<file path="config.mk">
export PLATFORM = sky130hd
export DESIGN_NAME = pc_sequencer
export DESIGN_NICKNAME = d
export VERILOG_FILES = /design/src/rtl/pc_sequencer.sv
export SDC_FILE = /design/constraint.sdc
export NUM_CORES = 1
export LEC_CHECK = 0
export CAP_MARGIN = 20
export CORE_MARGIN = 3
export CORE_UTILIZATION = 51
export CTS_BUF_LIST = sky130_fd_sc_hd__clkbuf_4
export CTS_CLUSTER_DIAMETER = 50
export DETAILED_ROUTE_END_ITERATION = 8
export PLACE_DENSITY = 0.79
export REMOVE_ABC_BUFFERS = 1
export SETUP_SLACK_MARGIN = 0.02
export SLEW_MARGIN = 20
export SYNTH_ARGS = -nofsm -noshare
export SYNTH_HDL_FRONTEND = slang
export SYNTH_SLANG_ARGS = --single-unit
</file>
<file path="constraint.sdc">
create_clock -name clk -period 2.9 [get_ports clk]
set_clock_uncertainty 0.1 [all_clocks]
set_input_delay 0.435 -clock clk [delete_from_list [all_inputs] [get_ports clk]]
set_output_delay 0.435 -clock clk [all_outputs]
set_load 0.02 [all_outputs]
</file>
<file path="src/rtl/pc_sequencer.sv">
// pc_sequencer: program counter with run handshake, jumps, call/return stack, fault flag and run-cycle counter
module pc_sequencer #(
  parameter int D  = 12,
  parameter int SD = 4,
  parameter int OW = 8,
  parameter int CW = 16,
  localparam int SPW = $clog2(SD + 1)
) (
  input  logic           clk,
  input  logic           reset,
  input  logic           req,
  input  logic [D-1:0]   start_addr,
  input  logic           abs_en,
  input  logic [D-1:0]   abs_target,
  input  logic           rel_en,
  input  logic [OW-1:0]  rel_off,
  input  logic           call_en,
  input  logic           ret_en,
  input  logic           halt_in,
  output logic [D-1:0]   prog_ctr,
  output logic           running,
  output logic           done,
  output logic           err,
  output logic [SPW-1:0] sp,
  output logic [CW-1:0]  cycle_cnt
);
  localparam int AW = (SD > 1) ? $clog2(SD) : 1;
  typedef enum logic [1:0] {IDLE, RUN, DONE} state_t;
  state_t         state_q, state_d;
  logic [D-1:0]   pc_q, pc_d;
  logic [SPW-1:0] sp_q, sp_d;
  logic           err_q, err_d;
  logic [CW-1:0]  cnt_q, cnt_d;
  logic [D-1:0]   stk_q [SD];
  logic           push;
  logic [D-1:0]   rel_ext, pc_inc;
  logic [AW-1:0]  rd_idx, wr_idx;
  assign rel_ext = D'($signed(rel_off));
  assign pc_inc  = pc_q + 1'b1;
  assign rd_idx  = AW'(sp_q - 1'b1);
  assign wr_idx  = AW'(sp_q);
  // Next-state logic: run start in IDLE, prioritised PC update in RUN, release in DONE
  always_comb begin
    state_d = state_q;
    pc_d    = pc_q;
    sp_d    = sp_q;
    err_d   = err_q;
    cnt_d   = cnt_q;
    push    = 1'b0;
    case (state_q)
      IDLE: if (req) begin
        state_d = RUN;
        pc_d    = start_addr;
        sp_d    = '0;
        err_d   = 1'b0;
        cnt_d   = '0;
      end
      RUN: begin
        cnt_d = (&cnt_q) ? cnt_q : cnt_q + 1'b1;
        if (halt_in) begin
          state_d = DONE;
          err_d   = 1'b0;
        end else if (ret_en) begin
          if (sp_q == '0) begin
            state_d = DONE;
            err_d   = 1'b1;
          end else begin
            pc_d = stk_q[rd_idx];
            sp_d = sp_q - 1'b1;
          end
        end else if (call_en) begin
          if (sp_q == SPW'(SD)) begin
            state_d = DONE;
            err_d   = 1'b1;
          end else begin
            push = 1'b1;
            sp_d = sp_q + 1'b1;
            pc_d = abs_target;
          end
        end else if (abs_en) pc_d = abs_target;
        else if (rel_en) pc_d = pc_q + rel_ext;
        else pc_d = pc_inc;
      end
      DONE: if (!req) state_d = IDLE;
      default: state_d = IDLE;
    endcase
  end
  // Registered state, PC, stack pointer, fault flag and cycle counter
  always_ff @(posedge clk or negedge reset) begin
    if (!reset) begin
      state_q <= IDLE;
      pc_q    <= '0;
      sp_q    <= '0;
      err_q   <= 1'b0;
      cnt_q   <= '0;
    end else begin
      state_q <= state_d;
      pc_q    <= pc_d;
      sp_q    <= sp_d;
      err_q   <= err_d;
      cnt_q   <= cnt_d;
    end
  end
  // Return-address storage; contents are meaningless after reset so it has none
  always_ff @(posedge clk) begin
    if (push) stk_q[wr_idx] <= pc_inc;
  end
  assign prog_ctr  = pc_q;
  assign running   = state_q == RUN;
  assign done      = state_q == DONE;
  assign err       = err_q;
  assign sp        = sp_q;
  assign cycle_cnt = cnt_q;
endmodule

</file>
==> results.yml <==
synthesis:
  synth_warnings: 0
  synth_top_area_share_pct: 30.8
  synth_area_leaders: "edfxtp_1 (31%), dfrtp_1 (18%), mux4_2 (5.8%), ha_1 (5.1%), xnor2_1 (3.2%)"
  synth_commonest_cells: "edfxtp_1 (48), nor2_1 (39), dfrtp_1 (34), nand2_1 (34), nand3_1 (25)"
  yosysTopAreaCell: "edfxtp_1"
  synth_edf_count: 48
  synth_cells: 434
  synth-main-ff-cell: "edfxtp_1"
  synth_most_common_cell: "edfxtp_1"
  syn_avg_cell_area_um2: 10.8
  synthArstFlopShare_pct: 41.5
  synth_area_um2: 4680
  ys_ff_latch: 82
  ys_types: 59
  yosysSeqAreaShare_pct: 49.0
sta:
  rsz0062_at_grt: "no"
  setup_viol: 0
  fin_crit_ps: 2590
  fmax_mhz: 386
  relSlewSlack_pct: 57.2
  fin_hold_ws_ps: 285
  finalHoldViolations: 0
  slew_violations: 0
  finalCritPeriodShare_pct: 89.3
  setup_slack_ps: 309
  worst_slew_pin_slew_ps: 634
setup_path:
  reg2reg_from: "prog_ctr[0]$_DFFE_PN0P_"
  cp.arrival_ps: 2820
  path_class: "reg2reg"
  worst_setup_path_start_kind: "flip-flop"
  reg2reg_to: "prog_ctr[10]$_DFFE_PN0P_"
  worstPathMaxFanout: 7
  required_ps: 3130
  ff2ff_path_depth: 9
  worstSetupEndpointType: "flip-flop"
  worst-r2r-setup-slack_ps: 310
global_route:
  antenna_found_initial: 0
  grt_max_degree: 35
  first_global_vias: 3899
  grtUsageTotal_pct: 24.7
  grt_pass1_wl_mm: 19.6
  grt_overflow: 0
final_layout:
  antenna_cells: 0
  area_growth_pct: 23.9
  layout.nets: 577
  nFillCells: 672
  drive_gt1_share_pct: 11.3
  stdcell_count: 630
placement:
  dp_cells: 614
  preCtsSetupSlack_ps: 116
  routabilityCongestion: 0.885
  numPortBuffers: 73
  dp_hpwl_mm: 8.92
floorplan:
  rows: 34
  die_w_um: 102
  initial_core_util_pct: 53.1
  die_h_um: 102
  io_pins: 74
  dieArea_um2: 10400
  coreArea_um2: 8810
clocking:
  numClockSinks: 82
  cts-buffers-inserted: 9
  cts_tree: "yes"
  hold_buffers: 0
  clkLatencyLatePin_ps: 440
  cts.root.buffer_cell: "clkbuf_4"
  htreeDepth: 3
  cts_setup_buffers: 0
  cts.path.max_buffers: 2
  cts.clk_slew.worst_paths_ps: 160
status:
  status: "complete, no violations"
pwr:
  powerDensity_nw_per_um2: 846
  p_leak_uw: 0.00213
  vdd_drop_max_mv: 0.451
route:
  vias: 3889
  routed_wl_mm: 12.2
  postRouteAntennaNets: 0
  dr.pass1.iters: 4
  via_per_inst: 6.17
  wl_per_cell_um: 19.3
  remaining_drc_errors: 0
  drt_iter0_markers: 323
flow_run:
  drv_cap: 0
worst_hold_path:
  hold_class: "in2async"
==> metrics by stage <==
stage	util [%]	setup TNS (ps)	total power [uW]	instance area, um2
after floorplan	-	-1120	3290	4600
after global placement	64.1	0	4160	5650
after detailed placement	64.1	0	4220	5650
after CTS	65.8	0	4900	5800
after global routing	65.8	0	5230	5800
final	65.8	0	4910	5800
==> how the worst max path moves through the flow <==
stage          cells past startpoint                  endpoint                     from
3_3_place_gp                      10  prog_ctr[10]$_DFFE_PN0P_               rel_off[0]
6_report                           9  prog_ctr[10]$_DFFE_PN0P_  prog_ctr[0]$_DFFE_PN0P_
2_1_floorplan                     11   prog_ctr[9]$_DFFE_PN0P_        sp[0]$_DFFE_PN0P_
5_1_grt                           12   prog_ctr[8]$_DFFE_PN0P_        sp[1]$_DFFE_PN0P_
4_1_cts                           11  prog_ctr[10]$_DFFE_PN0P_        sp[1]$_DFFE_PN0P_
3_5_place_dp                      10  prog_ctr[10]$_DFFE_PN0P_               rel_off[0]
==> kinds of logic after synthesis <==
group           after synthesis  synth area share (%)
simple gates                155                  16.8
compound gates               95                  13.4
flops                        82                  49.0
buf+inv                      38                  3.29
xor+xnor                     27                  5.05
fa+ha+maj                    20                  5.51
mux                          17                  6.95
==> power by group <==
part / internal [uW] / switching, uW
clock: 209 / 471
combinational: 1070 / 1390
sequential: 1510 / 261
==> cells in the final DEF, fill, tap and decap left out, types with 3 or more instances in the layout <==
cell,synthesis,layout
a211oi_1,8,8
nand2_1,34,34
a21o_1,3,3
nand4_1,11,11
inv_1,18,18
buf_12,0,4
clkdlybuf4s50_1,0,73
o31ai_1,4,4
a22oi_1,4,4
nand2b_1,4,4
nor2b_1,3,3
o21ai_0,23,23
a31oi_1,8,8
buf_4,2,14
o311ai_0,3,3
clkbuf_4,0,9
ha_1,19,19
nor3_1,13,13
nor2_1,39,38
edfxtp_1,48,48
and2_1,5,5
mux4_2,12,12
and3_1,3,3
mux2i_1,4,4
xor2_1,10,10
dfrtp_1,34,34
o211ai_1,3,3
xnor2_1,17,17
a21oi_1,21,21
nand3_1,25,25
==> worst max-delay path, stage by stage, from the launching register on <==
cell and delay (ps):
dfrtp_1 530, ha_1 270, inv_1 70, fa_1 400, nor2b_1 160, o21bai_1 110, a31oi_1 270, o21ai_0 140
mux2i_1 130, o31ai_1 300
==> final cells by class <==
class | count | area (um2) | share of cell area, %
flip-flops and latches | 82 | 2290 | 39.5
multi-input cells | 314 | 2230 | 38.5
repair buffers | 91 | 916 | 15.8
well taps | 108 | 135 | 2.33
clock inverters | 7 | 81.3 | 1.40
inverters | 19 | 71.3 | 1.23
clock buffers | 9 | 67.6 | 1.17
==> metal layers <==
layer  track usage (%)  wire [um]  vias to the layer above
li1                  -          -                     1801
met1              33.6       5020                     1878
met2              39.9       5930                      178
met3              3.72        868                       32
met4              9.61        355                        0
met5                 0          0                        -
==> state kept, by name, summed over array words and instances, names as in the netlist <==
name	count
stk_q	48
cycle_cnt	16
prog_ctr	12
sp	3
state_q	2
err	1
==> repair_timing <==
| item | CTS | global route |
|---|---|---|
| endpoints found under the setup margin | 0 | 3 |
| endpoints found under the hold margin | 0 | 0 |
| resized for setup | 0 | 1 |
Note: power is estimated with default switching activity, not from simulation.
